--- src/rtl/tqv_bus_pkg.sv ---
// Shared definitions for the TinyQV peripheral bus master.
//   - Size codes used on cmd_size, data_write_n and data_read_n.
//   - Bus-master FSM state type.
//   - Packed command record stored in the command FIFO.
//   - size_mask(): zero-extends peripheral read data to the access size.
package tqv_bus_pkg;

    localparam logic [1:0] SZ_BYTE = 2'b00;
    localparam logic [1:0] SZ_HALF = 2'b01;
    localparam logic [1:0] SZ_WORD = 2'b10;
    localparam logic [1:0] SZ_IDLE = 2'b11;  // strobe inactive / illegal size

    typedef enum logic [1:0] {
        ST_IDLE,
        ST_WRITE,
        ST_READ,
        ST_RESP
    } state_t;

    typedef struct packed {
        logic        write;
        logic [1:0]  size;
        logic [5:0]  addr;
        logic [31:0] wdata;
    } cmd_t;

    function automatic logic [31:0] size_mask(input logic [1:0] size, input logic [31:0] data);
        case (size)
            SZ_BYTE: return {24'd0, data[7:0]};
            SZ_HALF: return {16'd0, data[15:0]};
            default: return data;
        endcase
    endfunction

endpackage

--- src/rtl/tqv_cmd_fifo.sv ---
// Synchronous FIFO of bus-master commands.
// Ports:
//   clk, rst         clock, asynchronous active-high reset (flushes the FIFO)
//   push, push_data  write one command when push is high
//   pop              remove the head entry when pop is high
//   pop_data         head entry (valid while !empty)
//   full, empty      occupancy flags
// A push while full is still honoured when a pop happens in the same cycle.
module tqv_cmd_fifo
    import tqv_bus_pkg::*;
#(
    parameter int DEPTH = 2  // power of two, minimum 2
) (
    input  logic clk,
    input  logic rst,
    input  logic push,
    input  cmd_t push_data,
    input  logic pop,
    output cmd_t pop_data,
    output logic full,
    output logic empty
);

    localparam int AW = $clog2(DEPTH);
    localparam logic [AW:0] CNT_ONE = {{AW{1'b0}}, 1'b1};

    cmd_t          mem [DEPTH];
    logic [AW-1:0] wr_ptr;
    logic [AW-1:0] rd_ptr;
    logic [AW:0]   count;
    logic          do_push;
    logic          do_pop;

    assign do_pop  = pop && !empty;
    assign do_push = push && (!full || do_pop);

    // DEPTH is a power of two, so the count MSB alone marks "full".
    assign full     = count[AW];
    assign empty    = (count == '0);
    assign pop_data = mem[rd_ptr];

    // NOTE: storage has no reset; only pointers and count need one, and leaving
    // the array out of the reset keeps it mappable onto plain RAM/flops without reset.
    always_ff @(posedge clk) begin
        if (do_push) begin
            mem[wr_ptr] <= push_data;
        end
    end

    always_ff @(posedge clk or posedge rst) begin
        if (rst) begin
            wr_ptr <= '0;
            rd_ptr <= '0;
            count  <= '0;
        end else begin
            if (do_push) begin
                wr_ptr <= wr_ptr + 1'b1;
            end
            if (do_pop) begin
                rd_ptr <= rd_ptr + 1'b1;
            end
            case ({do_push, do_pop})
                2'b10:   count <= count + CNT_ONE;
                2'b01:   count <= count - CNT_ONE;
                default: count <= count;
            endcase
        end
    end

endmodule

--- src/rtl/tqv_periph_bus_master.sv ---
// Initiator for the TinyQV peripheral register interface.
// Ports:
//   clk, rst                       clock, asynchronous active-high reset
//   cmd_valid/cmd_ready            command handshake into the command FIFO
//   cmd_write/size/addr/wdata      command fields (size 11 is illegal)
//   rsp_valid/rsp_ready            response handshake, one response per command
//   rsp_rdata, rsp_err             read data (zero-extended) and error flag
//   address, data_in               registered bus address / write data
//   data_write_n, data_read_n      registered strobes: 11 idle, else size code
//   data_out, data_ready           read data and completion from the peripheral
//   user_interrupt                 peripheral interrupt line
//   irq_clear, irq_pending         sticky rising-edge capture of user_interrupt
module tqv_periph_bus_master
    import tqv_bus_pkg::*;
#(
    parameter int CMD_DEPTH = 2,  // power of two, minimum 2
    parameter int TIMEOUT   = 15  // 1..255 cycles of read strobe before error
) (
    input  logic        clk,
    input  logic        rst,
    input  logic        cmd_valid,
    output logic        cmd_ready,
    input  logic        cmd_write,
    input  logic [1:0]  cmd_size,
    input  logic [5:0]  cmd_addr,
    input  logic [31:0] cmd_wdata,
    output logic        rsp_valid,
    input  logic        rsp_ready,
    output logic [31:0] rsp_rdata,
    output logic        rsp_err,
    output logic [5:0]  address,
    output logic [31:0] data_in,
    output logic [1:0]  data_write_n,
    output logic [1:0]  data_read_n,
    input  logic [31:0] data_out,
    input  logic        data_ready,
    input  logic        user_interrupt,
    input  logic        irq_clear,
    output logic        irq_pending
);

    localparam logic [7:0] TIMEOUT_LAST = 8'(TIMEOUT - 1);

    cmd_t       cmd_in;
    cmd_t       cmd_head;
    logic       fifo_full;
    logic       fifo_empty;
    logic       pop;
    state_t     state;
    logic [7:0] wait_cnt;
    logic       int_q;

    assign cmd_in    = '{write: cmd_write, size: cmd_size, addr: cmd_addr, wdata: cmd_wdata};
    assign cmd_ready = !fifo_full;
    assign pop       = (state == ST_IDLE) && !fifo_empty;

    tqv_cmd_fifo #(
        .DEPTH (CMD_DEPTH)
    ) u_cmd_fifo (
        .clk       (clk),
        .rst       (rst),
        .push      (cmd_valid && cmd_ready),
        .push_data (cmd_in),
        .pop       (pop),
        .pop_data  (cmd_head),
        .full      (fifo_full),
        .empty     (fifo_empty)
    );

    // NOTE: all state and outputs here are assigned with <= so every branch
    // sees the pre-edge values and the block maps directly onto flops.
    always_ff @(posedge clk or posedge rst) begin
        if (rst) begin
            state        <= ST_IDLE;
            address      <= '0;
            data_in      <= '0;
            data_write_n <= SZ_IDLE;
            data_read_n  <= SZ_IDLE;
            wait_cnt     <= '0;
            rsp_valid    <= 1'b0;
            rsp_rdata    <= '0;
            rsp_err      <= 1'b0;
        end else begin
            case (state)
                ST_IDLE: begin
                    if (!fifo_empty) begin
                        if (cmd_head.size == SZ_IDLE) begin
                            // Illegal size: answer with an error, bus untouched.
                            rsp_valid <= 1'b1;
                            rsp_err   <= 1'b1;
                            rsp_rdata <= '0;
                            state     <= ST_RESP;
                        end else if (cmd_head.write) begin
                            address      <= cmd_head.addr;
                            data_in      <= cmd_head.wdata;
                            data_write_n <= cmd_head.size;
                            state        <= ST_WRITE;
                        end else begin
                            address     <= cmd_head.addr;
                            data_read_n <= cmd_head.size;
                            wait_cnt    <= '0;
                            state       <= ST_READ;
                        end
                    end
                end

                ST_WRITE: begin
                    // Single-cycle write strobe; data_ready is not consulted.
                    data_write_n <= SZ_IDLE;
                    rsp_valid    <= 1'b1;
                    rsp_err      <= 1'b0;
                    rsp_rdata    <= '0;
                    state        <= ST_RESP;
                end

                ST_READ: begin
                    // The read strobe itself carries the access size.
                    if (data_ready) begin
                        rsp_rdata   <= size_mask(data_read_n, data_out);
                        rsp_err     <= 1'b0;
                        rsp_valid   <= 1'b1;
                        data_read_n <= SZ_IDLE;
                        state       <= ST_RESP;
                    end else if (wait_cnt == TIMEOUT_LAST) begin
                        // Counter would reach TIMEOUT this cycle: give up.
                        rsp_rdata   <= '0;
                        rsp_err     <= 1'b1;
                        rsp_valid   <= 1'b1;
                        data_read_n <= SZ_IDLE;
                        state       <= ST_RESP;
                    end else begin
                        wait_cnt <= wait_cnt + 8'd1;
                    end
                end

                ST_RESP: begin
                    if (rsp_ready) begin
                        rsp_valid <= 1'b0;
                        state     <= ST_IDLE;
                    end
                end

                default: state <= ST_IDLE;
            endcase
        end
    end

    // Interrupt capture: a new rising edge takes priority over irq_clear.
    always_ff @(posedge clk or posedge rst) begin
        if (rst) begin
            int_q       <= 1'b0;
            irq_pending <= 1'b0;
        end else begin
            int_q <= user_interrupt;
            if (user_interrupt && !int_q) begin
                irq_pending <= 1'b1;
            end else if (irq_clear) begin
                irq_pending <= 1'b0;
            end
        end
    end

endmodule
--- config.mk ---
export PLATFORM = sky130hd
export DESIGN_NAME = tqv_periph_bus_master
export DESIGN_NICKNAME = d
export VERILOG_FILES = /design/src/rtl/tqv_bus_pkg.sv /design/src/rtl/tqv_cmd_fifo.sv /design/src/rtl/tqv_periph_bus_master.sv
export SDC_FILE = /design/constraint.sdc
export NUM_CORES = 1
export LEC_CHECK = 0
export ABC_AREA = 1
export BUFFER_PORTS_ARGS = -buffer_cell sky130_fd_sc_hd__clkbuf_2
export CAP_MARGIN = 15
export CELL_PAD_IN_SITES_DETAIL_PLACEMENT = 0
export CELL_PAD_IN_SITES_GLOBAL_PLACEMENT = 2
export CORE_ASPECT_RATIO = 0.5
export CORE_MARGIN = 5
export CORE_UTILIZATION = 31
export CTS_CLUSTER_SIZE = 16
export DETAILED_ROUTE_END_ITERATION = 10
export PLACE_DENSITY_LB_ADDON = 0.1
export SETUP_SLACK_MARGIN = 0.5
export SYNTH_ARGS = -nofsm -noshare
export SYNTH_HDL_FRONTEND = slang
export SYNTH_SLANG_ARGS = --single-unit
--- constraint.sdc ---
create_clock -name clk -period 2.5 [get_ports clk]
set_input_delay 0.25 -clock clk [delete_from_list [all_inputs] [get_ports clk]]
set_output_delay 0.25 -clock clk [all_outputs]
set_load 0.05 [all_outputs]
# Word-level counts from Yosys, hierarchy flattened

Memories as Yosys holds them, arrays and structs flattened.
Index checks and enable logic that the tools add are counted.

Bits in latches: 0
Output and inout bits: 78
Memories kept: 1
Word-level logic and storage cells: 104
Register bits: 92
Input port bits: 80
ROM bits: 0
Bits in writable memories: 82

Reduce and logical (&&, ||, !) cells: 25
Div/mod/pow operators: 0
Multiplexer cells: 40
Shift-type cells: 0
Add/subtract/negate cells: 5
Bitwise logic cells: 2
Equal/unequal tests: 17
Multiply operators: 0
$lt $le $gt $ge: 0

Memories:

| memory         | words | bits a word | rd ports | clocked after Yosys merged registers in | write ports | RTL line           | RTL |
|---|---|---|---|---|---|---|---|
| u_cmd_fifo.mem | 2     | 41          | 1        | 0                                       | 1           | tqv_cmd_fifo.sv:27 | `cmd_t mem [DEPTH];` |

Operator list:

| operator            | number |
|---|---|
| $mux 32             | 4 |
| $pmux 32 s3         | 1 |
| $pmux 32 s2         | 1 |
| $mux 8              | 5 |
| $mux 2              | 12 |
| $pmux 8 s2          | 1 |
| $reduce_and 4->1    | 4 |
| $ne 2x2->1 const B  | 7 |
| $pmux 2 s2          | 3 |
| $mux 1              | 10 |
| $add 8x1->8 const B | 1 |
| $eq 2x2->1 const B  | 4 |
| $eq 8x4->1 const B  | 1 |
| $pmux 2 s4          | 1 |
| $reduce_bool 2->1   | 4 |
| $eq 2x1->1 const B  | 3 |
| $logic_not 2->1     | 3 |
| $reduce_and 3->1    | 2 |
| $reduce_and 6->1    | 1 |
| $logic_and 1x1->1   | 5 |
| $reduce_and 5->1    | 1 |
| $pmux 1 s4          | 1 |
| $logic_not 1->1     | 3 |
| $ne 3x3->1 const B  | 1 |
| 8 further kinds     | 10 |

# Longest topological paths before layout

Gate-level depths: netlist of the first run.

Depth after elaboration: 8
Gate-level depth with buffers: 11
Depth with buffers taken out: 9

# By module

From an unflattened synthesis of the first run, not the netlist that was laid out.

Cell total of the unflattened synthesis: 754
Area, all modules: 7543.5 µm²

By module, submodules not included:

| module                | cells an instance | instances | area each (µm²) |
|---|---|---|---|
| tqv_periph_bus_master | 507               | 1         | 4132.7 |
| tqv_cmd_fifo          | 247               | 1         | 3410.8 |

# Worst setup path before layout of the first run

OpenSTA, ideal clock, no wires.

Path kind: flip-flop to flip-flop
Start: reg u_cmd_fifo.count[1]
End: mem u_cmd_fifo.mem[0][0] (netlist name) (enable)
Period minus slack after synthesis: 3152 ps
Setup slack: -652 ps
Data arrival time: 2713 ps
Stages on the path, launching flop included: 4
Setup time: 440 ps
Cell sequence: dfrtp_1 -> inv_1 -> nand2_1 -> nor2_1

RTL lines:

| what                                                         | RTL line                                        | RTL |
|---|---|---|
| from (decl)                                                  | tqv_cmd_fifo.sv:30                              | `logic [AW:0] count;` |
| from (signal assigned)                                       | tqv_cmd_fifo.sv:63                              | `2'b10: count <= count + CNT_ONE;` |
| from (signal assigned)                                       | tqv_cmd_fifo.sv:64                              | `2'b01: count <= count - CNT_ONE;` |
| from (signal assigned)                                       | tqv_cmd_fifo.sv:65                              | `default: count <= count;` |
| $logic_not 1->1 (*)                                          | tqv_periph_bus_master.sv:54                     | `assign cmd_ready = !fifo_full;` |
| via cmd_ready                                                | tqv_periph_bus_master.sv:22                     | `output logic cmd_ready,` |
| $logic_and 1x1->1 / $logic_or 1x1->1 (equally long branches) | tqv_periph_bus_master.sv:62, tqv_cmd_fifo.sv:35 |  |
| $logic_and 1x1->1 (*)                                        | tqv_cmd_fifo.sv:35                              | `assign do_push = push && (!full \|\| do_pop);` |
| $mux 1 (*)                                                   | tqv_cmd_fifo.sv:45                              | `if (do_push) begin` |
| $mux 1 (implied by the code) (*)                             | tqv_cmd_fifo.sv:46                              | `mem[wr_ptr] <= push_data;` |
| to (decl)                                                    | tqv_cmd_fifo.sv:27                              |  |

The timed path passes the listed nets; every way through them passes the cells marked *.

# Worst setup path in the final report of the first run

Start: reg state[0]
End: reg rsp_rdata[0]

Longest elaborated chain between the ends: 3

Ends and longest elaborated chain:

| what                                         | RTL line                     | RTL |
|---|---|---|
| from (decl)                                  | tqv_periph_bus_master.sv:49  | `state_t state;` |
| from (signal assigned)                       | tqv_periph_bus_master.sv:74  | `state <= ST_IDLE;` |
| from (signal assigned)                       | tqv_periph_bus_master.sv:92  | `state <= ST_RESP;` |
| from (signal assigned)                       | tqv_periph_bus_master.sv:97  | `state <= ST_WRITE;` |
| $eq 2x2->1 (tied with other cells)           | tqv_periph_bus_master.sv:84  | `case (state)` |
| $ne 3x3->1 (no line) (tied with other cells) | --                           |  |
| $reduce_and 4->1 (no line)                   | --                           |  |
| to (signal assigned)                         | tqv_periph_bus_master.sv:119 | `rsp_rdata <= size_mask(data_read_n, data_out);` |
| to (decl)                                    | tqv_periph_bus_master.sv:29  | `output logic [31:0] rsp_rdata,` |

Parallel ways exist; a longest one is shown, timed or not.
A chain may end at the register's enable or synchronous reset.

==> run metrics, run 1 <==
outcome completed; Clock power frac 20.7%; port bufs 157; final count of negative-setup-slack endpoints 0; Hold Vio Cnt, Final 0; Mean Syn Cell Area 10.7 sq um; synthesized area 0.00733 sq mm; Worst R2R Path Depth 9; Synth top cells by count nand2_1 (215), dfrtp_1 (88), edfxtp_1 (82); CTS root buf clkbuf_16; gr busiest metal met2; Logic pwr share 44.7%; DRC 0; grt met1 use 19.1%; TNS Setup 0 ns; Worst Hold End rsp_rdata[4]; M2 GR Usage 23.2%; Core Area 0.0230 sq mm; CP top delay family simple AND/OR/NAND/NOR gates; Final period util 75.9%; final WL 18700 microns; Worst-path clk slew 0.07 ns; Worst Setup End Kind flip-flop; NetSw 5.73 mW; clk_lat worst skew 0.44 ns; Filler cells 2270; Sink Count 174; CTS tree built; post-DP HPWL 11800 microns; P per Cell Area 1310 mW/mm^2; Post-synth EDFFs 82; Max-slew headroom 72.0%; Worst R2R Setup Slack 0.60 ns; synthesized flop and latch total 174; wire length per cell 15.4 microns; synthesis warning total 0; Vias 5375; Yosys top cell by area edfxtp_1; Worst VDD drop 609 uV; syn_nets 775; Fin Clk Skew 0.0121 ns; I/O pin count 158; most frequent cell after synthesis nand2_1; worst r2r dst rsp_rdata[0]; initial antenna violation count 1; CTS Buf Count 17; ys async rst share 52.9%; proportion of synthesized chip area in sequential cells 65.1%; DR iter-0 viols 291; Internal 6.82 mW; R2R Path Start state[0]; vias in the first global route 5751; layout cell share with drive strength beyond 1 30.3%; CP Max Fanout 27; GPL Wtd Cong 0.724; crit-path max cell delay 0.42 ns; Unique masters post-synth 35; routed vias/inst 4.42; Congestion Overflow GR 0; overall power 12.5 mW; Inst Count DP 1134; DIE WIDTH 227 microns; CTS max path bufs 2; arrival time worst endpoint 2.22 ns; Critical Path RT 2.83 ns; largest net degree at the start of global routing 55; DR pass1 iterations 4; P_leak 4.50 nW; max-slew violation count 0; Synth area leaders edfxtp_1 (34%), dfrtp_1 (30%), nand2_1 (11%); die height 119 microns; hold depth 4; post-synth top area share 33.6%; antenna viol nets, final 0; Max Freq 0.527 GHz; Worst-Margin Slew 0.418 ns; Buf/Inv on CP 3; Slowest cell on crit path dfrtp_1; Tmin final 1.90 ns; Min-Delay Path Class input pin to flip-flop; GRT Util Overall 14.4%; top_reg_cell synth dfrtp_1; P&R area growth vs syn 30.8%; full die area 0.0270 sq mm; WS Path Type flip-flop to flip-flop; first-pass GRT wire length 30800 microns; most frequent CP cell nor2_4; Final nets 983; Sequential Power Share 34.6%; Sw Share 45.7%; Hold Startpoint data_out[4]; final instance count without filler cells 1216; worst-path cell chain inv_1 -> ha_2 -> inv_2 -> or2_4 -> nor2_4 -> nor2_4 -> buf_6 -> nand3b_1 -> nand2_1; Initial Util 31.8%; cell count after synthesis 687; H-tree Lvls 4; met3 Use GR 3.81%; RSZ-0062 raised after global routing true; num rows 39; maxcap violations 0; startpoint types flip-flop
[worst min-delay path, cell delays in order]
cell	delay [ns]
clkbuf_2	0.08
nand2_1	0.05
nand3b_1	0.09
nand2_1	0.05
[power groups by stage]
| stage | clock [mW] | sequential [mW] | combinational (mW) |
|---|---|---|---|
| detailed placement | 0 | 4.39 | 5.48 |
| CTS | 2.69 | 4.35 | 5.61 |
| finish | 2.60 | 4.34 | 5.61 |
| global route | 2.81 | 4.43 | 6.16 |
| floorplan | 0 | 5.90 | 2.53 |
| global placement | 0 | 4.39 | 5.47 |
[cells in the final DEF (no fill, tap or decap), types with 5 or more instances in the layout]
master,netlist,final
clkbuf_1,15,5
o31ai_1,6,6
nand2_1,215,215
clkbuf_16,0,17
nor2_4,5,7
clkbuf_2,0,157
nand2_2,14,14
clkinvlp_4,0,5
dlygate4sd3_1,0,44
nand3b_1,8,8
inv_1,36,34
nor2_1,53,51
buf_4,6,9
edfxtp_1,82,82
nand3_1,33,33
o211ai_1,32,32
or2_2,32,32
ha_1,8,7
o21ai_0,8,8
dfrtp_1,88,87
o21bai_1,9,9
[layout make-up]
type / instances / area [sq um] / share of cell area [%]
flip-flops and latches: 174 / 4770 / 49.8
multi-input cells: 443 / 2270 / 23.7
repair buffers: 219 / 1430 / 15.0
clock buffers: 22 / 444 / 4.63
well taps: 307 / 384 / 4.01
inverters: 40 / 160 / 1.67
clock inverters: 10 / 119 / 1.24
diodes: 1 / 2.50 / 0.0261
[what timing repair did]
| item | in CTS | in global routing |
|---|---|---|
| buffers inserted | 2 | 3 |
| gates cloned | 0 | 0 |
| gates resized for setup | 4 | 7 |
| hold buffers | 44 | 0 |
| endpoints found under the hold margin | 172 | 0 |
| endpoints found under the setup margin | 43 | 57 |
| pin swaps | 1 | 2 |
[state kept, by name (all words and copies together), names as in the netlist, 2 cells and up]
| name | count |
|---|---|
| rsp_rdata | 32 |
| u_cmd_fifo.mem | 82 |
| address | 6 |
| data_read_n | 2 |
| wait_cnt | 8 |
| state | 2 |
| u_cmd_fifo.count | 2 |
| data_write_n | 2 |
| data_in | 32 |
[cell families after synthesis]
group / share of synthesized area [%]
AND/OR/NAND/NOR: 22.5
flip-flops: 65.1
buffers and inverters: 4.51
AO/OA/AOI/OAI: 6.11
adder cells (fa/ha/maj): 1.37
XOR/XNOR: 0.478
[through the flow]
step	utilization (%)	hold WS [ns]	cell area [sq um]	worst slack, ns
finish	41.6	0.113	9580	0.602
global route	41.6	0.112	9580	0.439
CTS	41.4	0.0904	9530	0.502
floorplan	-	0.281	7350	0.563
global placement	36.9	0.352	8490	0.375
detailed placement	36.9	0.353	8490	0.306
[routing by layer]
| layer | up-vias | wire (microns) | part of all wire, % |
|---|---|---|---|
| met2 | 101 | 8730 | 47 |
| met5 | - | 0 | 0 |
| met4 | 0 | 216 | 1.2 |
| met3 | 14 | 892 | 4.8 |
| met1 | 2580 | 8900 | 47 |
| li1 | 2680 | - | - |
[how the worst max path moves through the flow]
stage / cells past startpoint / end / start / slack (ns)
after detailed placement: 9 / rsp_rdata[27] / state[0] / 0.31
final: 9 / rsp_rdata[0] / state[0] / 0.60
after global placement: 9 / rsp_rdata[13] / state[0] / 0.38
after global routing: 9 / rsp_rdata[2] / state[0] / 0.44
after floorplan: 3 / u_cmd_fifo.mem[0][0] / u_cmd_fifo.count[1] / 0.56
after CTS: 9 / wait_cnt[1] / state[1] / 0.50
Power figures use the tool's default switching activity.
==> inputs of run 2 (changes only) <==
==> constraint.sdc (replaced) <==
create_clock -name clk -period 1.71 [get_ports clk]
set_input_delay 0.171 -clock clk [delete_from_list [all_inputs] [get_ports clk]]
set_output_delay 0.171 -clock clk [all_outputs]
set_load 0.05 [all_outputs]
==> run 2 against run 1 <==
Effect of this change: via count grew 7.7%; final area grew 19%; clock power grew 43%; sequential power grew 48%; setup slack lost 0.52 ns; register-to-register slack lost 0.52 ns; critical endpoint is now u_cmd_fifo.count[1]; largest cell class unchanged.
==> run metrics, run 2 (synthesis results as in run 1) <==
outcome completed; Top reg by flops u_cmd_fifo.mem; H-tree Lvls 4 (unchanged); Worst-Margin Slew 0.605 ns (+0.187 ns); DRC 0 (unchanged); crit-path max cell delay 0.44 ns (+0.02 ns); Final period util 95.2% (+19 points); GPL Wtd Cong 0.741 (+2.3%); Hold Startpoint data_out[12]; most frequent cells in the layout nand2_1 (183), clkbuf_2 (89), dfrtp_1 (86); R2R Path Start state[1]; layout cell share with drive strength beyond 1 42.4% (+12 points); full die area 0.0270 sq mm (unchanged); largest net degree at the start of global routing 42 (-24%); Hold Vio Cnt, Final 0 (unchanged); antenna viol nets, final 0 (unchanged); P&R area growth vs syn 55.8%; hold depth 5 (+1); num rows 39 (unchanged); TNS Setup 0 ns (unchanged); Worst R2R Path Depth 9 (unchanged); Sink Count 174 (unchanged); Worst Hold End rsp_rdata[12]; DIE WIDTH 227 microns (unchanged); Core Area 0.0230 sq mm (unchanged); Max-slew headroom 59.6% (-12 points); arrival time worst endpoint 1.95 ns (-0.27 ns); startpoint types flip-flop; I/O pin count 158 (unchanged); clk_lat worst skew 0.44 ns (about the same); DR pass1 iterations 4 (unchanged); CTS max path bufs 2 (unchanged); Worst Setup End Kind flip-flop; Slowest cell on crit path dfrtp_2; wire length per cell 16.0 microns (+3.8%); WS Path Type flip-flop to flip-flop; Min-Delay Path Class input pin to flip-flop; Max Freq 0.614 GHz (+17%); final WL 20900 microns (+11%); number of flip-flops in the largest register 82 (unchanged); max-slew violation count 0 (unchanged); Final nets 1072 (+9.1%); maxcap violations 0 (unchanged); initial antenna violation count 1 (unchanged); Setup WS post-layout 0.0820 ns (-0.520 ns); port bufs 157 (unchanged); Vias 5787 (+7.7%); registers with the most flip-flops u_cmd_fifo.mem (82), data_in (32), rsp_rdata (32); Critical Path RT 2.03 ns (-0.80 ns); worst r2r dst u_cmd_fifo.count[1]; Tmin final 1.63 ns (-0.270 ns); final count of negative-setup-slack endpoints 0 (unchanged); worst-path cell chain inv_2 -> ha_4 -> inv_4 -> nor2_4 -> buf_6 -> ha_4 -> a21oi_2 -> o21ai_1 -> xor2_1; RSZ-0062 raised after global routing true; CP Max Fanout 4 (-85%); post-DP HPWL 12600 microns (+6.6%); Worst R2R Setup Slack 0.08 ns (-0.52 ns); CP top delay family flip-flops; Initial Util 31.8% (unchanged); CTS tree built; Worst-path clk slew 0.07 ns (about the same); P per Cell Area 1950 mW/mm^2 (+49%); most common cell after layout, fill and taps aside nand2_1; vias in the first global route 5883 (+2.3%); P_leak 5.31 nW (+18%); Worst VDD drop 1050 uV (+73%); CTS Buf Count 17 (unchanged); Fin Clk Skew 0.0107 ns (-0.00133 ns); die height 119 microns (unchanged); CTS root buf clkbuf_16; Congestion Overflow GR 0 (unchanged); DR iter-0 viols 260 (-11%); first-pass GRT wire length 32100 microns (+4.2%); fin util 49.6% (+8.0 points); pre-CTS setup slack -0.0682 ns (-0.374 ns); most frequent CP cell ha_4; Buf/Inv on CP 3 (unchanged); routed vias/inst 4.43 (+0.32%); GRT Util Overall 15.2% (+0.81 points)
-- run 2: changes by cell type in the layout (fill, tap and decap cells not counted), sizes merged --
cell | previous run | this run
inv | 38 | 44
buf | 18 | 164
clkinvlp | 5 | 3
bufinv | 2 | 0
nand3 | 36 | 37
clkbuf | 179 | 119
-- run 2: report_power, final --
part / total [mW] / switching, mW / internal (mW)
logic: 12.1 / 7.07 / 5.00
clock network: 3.72 / 1.74 / 1.98
registers: 6.42 / 0.751 / 5.67
total: 22.2 / 9.56 / 12.6
-- run 2: timing repair --
| item | in CTS | in global routing |
|---|---|---|
| hold buffers | 44 | 0 |
| gates cloned | 5 | 10 |
| resized for setup | 58 | 304 |
| pin swaps | 21 | 27 |
| endpoints found under the hold margin | 101 | 0 |
| endpoints found under the setup margin | 249 | 249 |
| setup buffers | 23 | 32 |
-- run 2: area by class of cell --
class	count	area (sq um)
diodes	1	2.50
multi-input cells	444	2560
repair buffers	307	2960
inverters	40	178
clock inverters	12	98.8
well taps	307	384
flip-flops and latches	174	4780
clock buffers	20	457
fillers	2124	11600
-- run 2: routing by layer --
layer / track usage, % / vias up / routed length (microns)
li1: - / 2879 / -
met1: 20.2 / 2801 / 9730
met3: 3.22 / 17 / 762
met4: 4.96 / 0 / 252
met2: 25.1 / 90 / 10100
met5: 0 / - / 0
-- run 2: tightest hold or removal path, stage by stage --
cell and delay, ns:
clkbuf_2 0.08, inv_1 0.04, nor2_1 0.03, nand3_1 0.06, nand2_1 0.05
-- run 2: stage by stage --
step	hold WS (ns)	area (sq um)	power, mW	std cells
detailed placement	0.263	8830	15.3	1158
global route	0.0407	11400	23.5	1305
finish	0.0336	11400	22.2	1305
floorplan	0.202	7490	12.7	687
CTS	0.0122	10400	20.5	1262
global placement	0.256	8830	15.2	1158
-- run 2: worst max path at each step --
stage / startpoint / end / slack [ns] / cells after the start
after floorplan: u_cmd_fifo.count[1] / u_cmd_fifo.mem[0][0] / -0.11 / 3
after CTS: state[1] / wait_cnt[6] / 0.09 / 9
after global placement: state[1] / wait_cnt[2] / -0.04 / 9
after detailed placement: state[1] / wait_cnt[6] / -0.07 / 9
after global routing: state[1] / wait_cnt[6] / 0.003 / 9
final: state[1] / u_cmd_fifo.count[1] / 0.08 / 9
==> inputs of run 3 (changes only) <==
--- a/config.mk
+++ b/config.mk
@@ -5,14 +5,13 @@
 export SDC_FILE = /design/constraint.sdc
 export NUM_CORES = 1
 export LEC_CHECK = 0
-export ABC_AREA = 1
 export BUFFER_PORTS_ARGS = -buffer_cell sky130_fd_sc_hd__clkbuf_2
 export CAP_MARGIN = 15
 export CELL_PAD_IN_SITES_DETAIL_PLACEMENT = 0
 export CELL_PAD_IN_SITES_GLOBAL_PLACEMENT = 2
 export CORE_ASPECT_RATIO = 0.5
 export CORE_MARGIN = 5
-export CORE_UTILIZATION = 31
+export CORE_UTILIZATION = 33
 export CTS_CLUSTER_SIZE = 16
 export DETAILED_ROUTE_END_ITERATION = 10
 export PLACE_DENSITY_LB_ADDON = 0.1
==> run 3 against run 2 <==
Effect of this change: the flow now finishes with violations (negative setup slack); via count shrank 7.4%; sequential share of layout area decreased by 4.2 points; synthesized area is 4.2% lower; core utilization rose by 12 points; clock skew fell by 0.0023 ns; register-to-register slack worse by 0.21 ns; final area increased by 11%; critical endpoint is now rsp_rdata[2].
==> run metrics, run 3 <==
outcome complete, but fails checks; failing checks negative setup slack; wire length per cell 16.9 microns (+5.5%); maxcap violations 0 (unchanged); Worst path depth 7 (-2); Congestion Overflow GR 0 (unchanged); Final period util 108% (+12 points); worst-path cell chain inv_2 -> ha_4 -> nand4b_4 -> o41ai_4 -> nand4b_4 -> buf_12 -> mux2_4; Max Freq 0.543 GHz (-12%); final count of negative-setup-slack endpoints 64 (+64); Max-slew headroom 63.6% (+4.0 points); CTS tree built; Worst R2R Path Depth 7 (-2); DRC 0 (unchanged); syn_nets 603 (-22%); most frequent CP cell nand4b_4; crit-path max cell delay 0.39 ns (-0.05 ns); hold slack 0.0562 ns (+0.0226 ns); cell count after synthesis 515 (-25%); Synth area leaders edfxtp_1 (35%), dfrtp_1 (31%), mux2i_1 (9.3%); Buf/Inv on CP 2 (-1); Vias 5356 (-7.4%); port bufs 157 (unchanged); pre-CTS setup slack -0.181 ns (-0.113 ns); Worst-Margin Slew 0.547 ns (-0.0585 ns); GPL Wtd Cong 0.765 (+3.3%); vias in the first global route 5731 (-2.6%); Setup WS post-layout -0.130 ns (-0.212 ns); Mean Syn Cell Area 13.6 sq um (+28%); Worst-path clk slew 0.07 ns (about the same); max-slew violation count 0 (unchanged); worst r2r dst rsp_rdata[2]; final instance count without filler cells 1187 (-9.0%); Initial Util 33.9% (+2.0 points); P_leak 5.64 nW (+6.2%); ys async rst share 52.9% (unchanged); final WL 20000 microns (-4.1%); hold depth 3 (-2); Worst R2R Setup Slack -0.13 ns (-0.21 ns); Critical Path RT 2.03 ns (about the same); antenna viol nets, final 0 (unchanged); DR pass1 iterations 4 (unchanged); Core Area 0.0207 sq mm (-10%); most frequent cell after synthesis dfrtp_1; full die area 0.0245 sq mm (-9.4%); R2R Path Start wait_cnt[0]; proportion of synthesized chip area in sequential cells 67.9% (+2.9 points); top_reg_cell synth dfrtp_1; num rows 37 (-5.1%); Synth top cells by count dfrtp_1 (88), edfxtp_1 (82), nand2_1 (70); H-tree Lvls 4 (unchanged); Inst Count DP 974 (-16%); Unique masters post-synth 46 (+31%); Sink Count 174 (unchanged); synthesized flop and latch total 174 (unchanged); P per Cell Area 1900 mW/mm^2 (-2.2%); die height 113 microns (-4.7%); clk_lat worst skew 0.44 ns (about the same); Min-Delay Path Class input pin to flip-flop; Slowest cell on crit path dfrtp_1; CP Max Fanout 13 (+9); CTS Buf Count 17 (unchanged); most frequent cells in the layout buf_4 (95), dfrtp_1 (85), edfxtp_1 (82); WS Path Type flip-flop to flip-flop; DR iter-0 viols 187 (-28%); synthesis warning total 0 (unchanged); Worst Hold End rsp_valid; initial antenna violation count 0 (-1); post-DP HPWL 11600 microns (-7.5%); first-pass GRT wire length 31800 microns (-1.0%); DIE WIDTH 216 microns (-4.9%); TNS Setup -5.23 ns (-5.23 ns); registers with the most flip-flops u_cmd_fifo.mem (82), data_in (32), rsp_rdata (32); Tmin final 1.84 ns (+0.212 ns); Fin Clk Skew 0.00840 ns (-0.00234 ns); largest net degree at the start of global routing 55 (+31%); Post-synth EDFFs 82 (unchanged); # diodes 0 (-1); routed vias/inst 4.51 (+1.8%); Final nets 989 (-7.7%); CTS root buf clkbuf_16; startpoint types flip-flop; post-synth top area share 35.1% (+1.5 points); arrival time worst endpoint 2.16 ns (+0.21 ns); GRT Util Overall 16.7% (+1.5 points); most common cell after layout, fill and taps aside buf_4; synthesized area 0.00702 sq mm (-4.2%); CP top delay family flip-flops; RSZ-0062 raised after global routing true; Yosys top cell by area edfxtp_1; Hold Vio Cnt, Final 0 (unchanged); number of flip-flops in the largest register 82 (unchanged); Worst Setup End Kind flip-flop; overall power 24.1 mW (+8.7%); CTS max path bufs 2 (unchanged); layout cell share with drive strength beyond 1 51.3% (+8.9 points); P&R area growth vs syn 80.6%; I/O pin count 158 (unchanged); Hold Startpoint rsp_ready; Worst VDD drop 921 uV (-13%); Top reg by flops u_cmd_fifo.mem
-- run 3: worst register-to-register path: stages (launching register included) --
cell      delay [ns]
dfrtp_1         0.39
inv_2           0.08
ha_4            0.14
nand4b_4        0.14
o41ai_4         0.34
nand4b_4        0.15
buf_12          0.18
mux2_4          0.30
-- run 3: cell families (layout without fill, tap and decap cells) --
| logic type | Yosys count | in the layout | share of synthesized area [%] |
|---|---|---|---|
| XOR/XNOR | 5 | 5 | 0.624 |
| flip-flops | 174 | 174 | 67.9 |
| adder cells (fa/ha/maj) | 8 | 8 | 1.43 |
| buffers and inverters | 60 | 458 | 3.48 |
| multiplexers | 75 | 75 | 11.2 |
| AO/OA/AOI/OAI | 74 | 74 | 7.06 |
| AND/OR/NAND/NOR | 119 | 120 | 8.29 |
-- run 3: timing repair --
action                                 4_1_cts  5_1_grt
resized for setup                          272       96
setup buffers                               62       29
cloned                                      18        4
endpoints found under the hold margin      196        0
setup endpoints to repair                  249      236
pin swaps                                   42       20
hold buffers                                68        0
-- run 3: cell type report --
cell class	count	area, sq um
timing repair buffer	392	4290
sequential	174	4770
clock inverter	12	150
clock buffer	20	447
tap	273	342
inverter	34	138
fill	1655	8060
multi-input combinational	282	2540
-- run 3: per-layer routing --
metal  global-route usage (%)  vias up  part of all wire [%]  routed length [microns]
li1                         -     2626                     -                        -
met1                     22.6     2622                    47                     9470
met2                     27.1       92                    47                     9460
met3                     3.96       16                   4.3                      860
met4                     4.95        0                   1.2                      234
met5                        0        -                     0                        0
-- run 3: worst max-delay path by stage --
stage	end	slack [ns]	startpoint
6_report	rsp_rdata[2]	-0.13	wait_cnt[0]
5_1_grt	rsp_rdata[15]	-0.27	wait_cnt[0]
4_1_cts	rsp_rdata[1]	-0.16	wait_cnt[0]
3_5_place_dp	rsp_rdata[3]	-0.18	wait_cnt[0]
3_3_place_gp	rsp_rdata[1]	-0.14	wait_cnt[0]
2_1_floorplan	rsp_err	-0.19	wait_cnt[0]
-- run 3: stage by stage --
step	util, %	instance area [sq um]
5_1_grt	61.1	12700
3_3_place_gp	42.3	8770
2_1_floorplan	-	7290
3_5_place_dp	42.3	8770
6_report	61.1	12700
4_1_cts	58.5	12100
-- run 3: power breakdown --
| part | switching [mW] | internal, mW | total, mW |
|---|---|---|---|
| Combinational | 6.63 | 6.87 | 13.5 |
| Sequential | 0.927 | 5.70 | 6.63 |
| Clock | 1.76 | 2.24 | 4.00 |
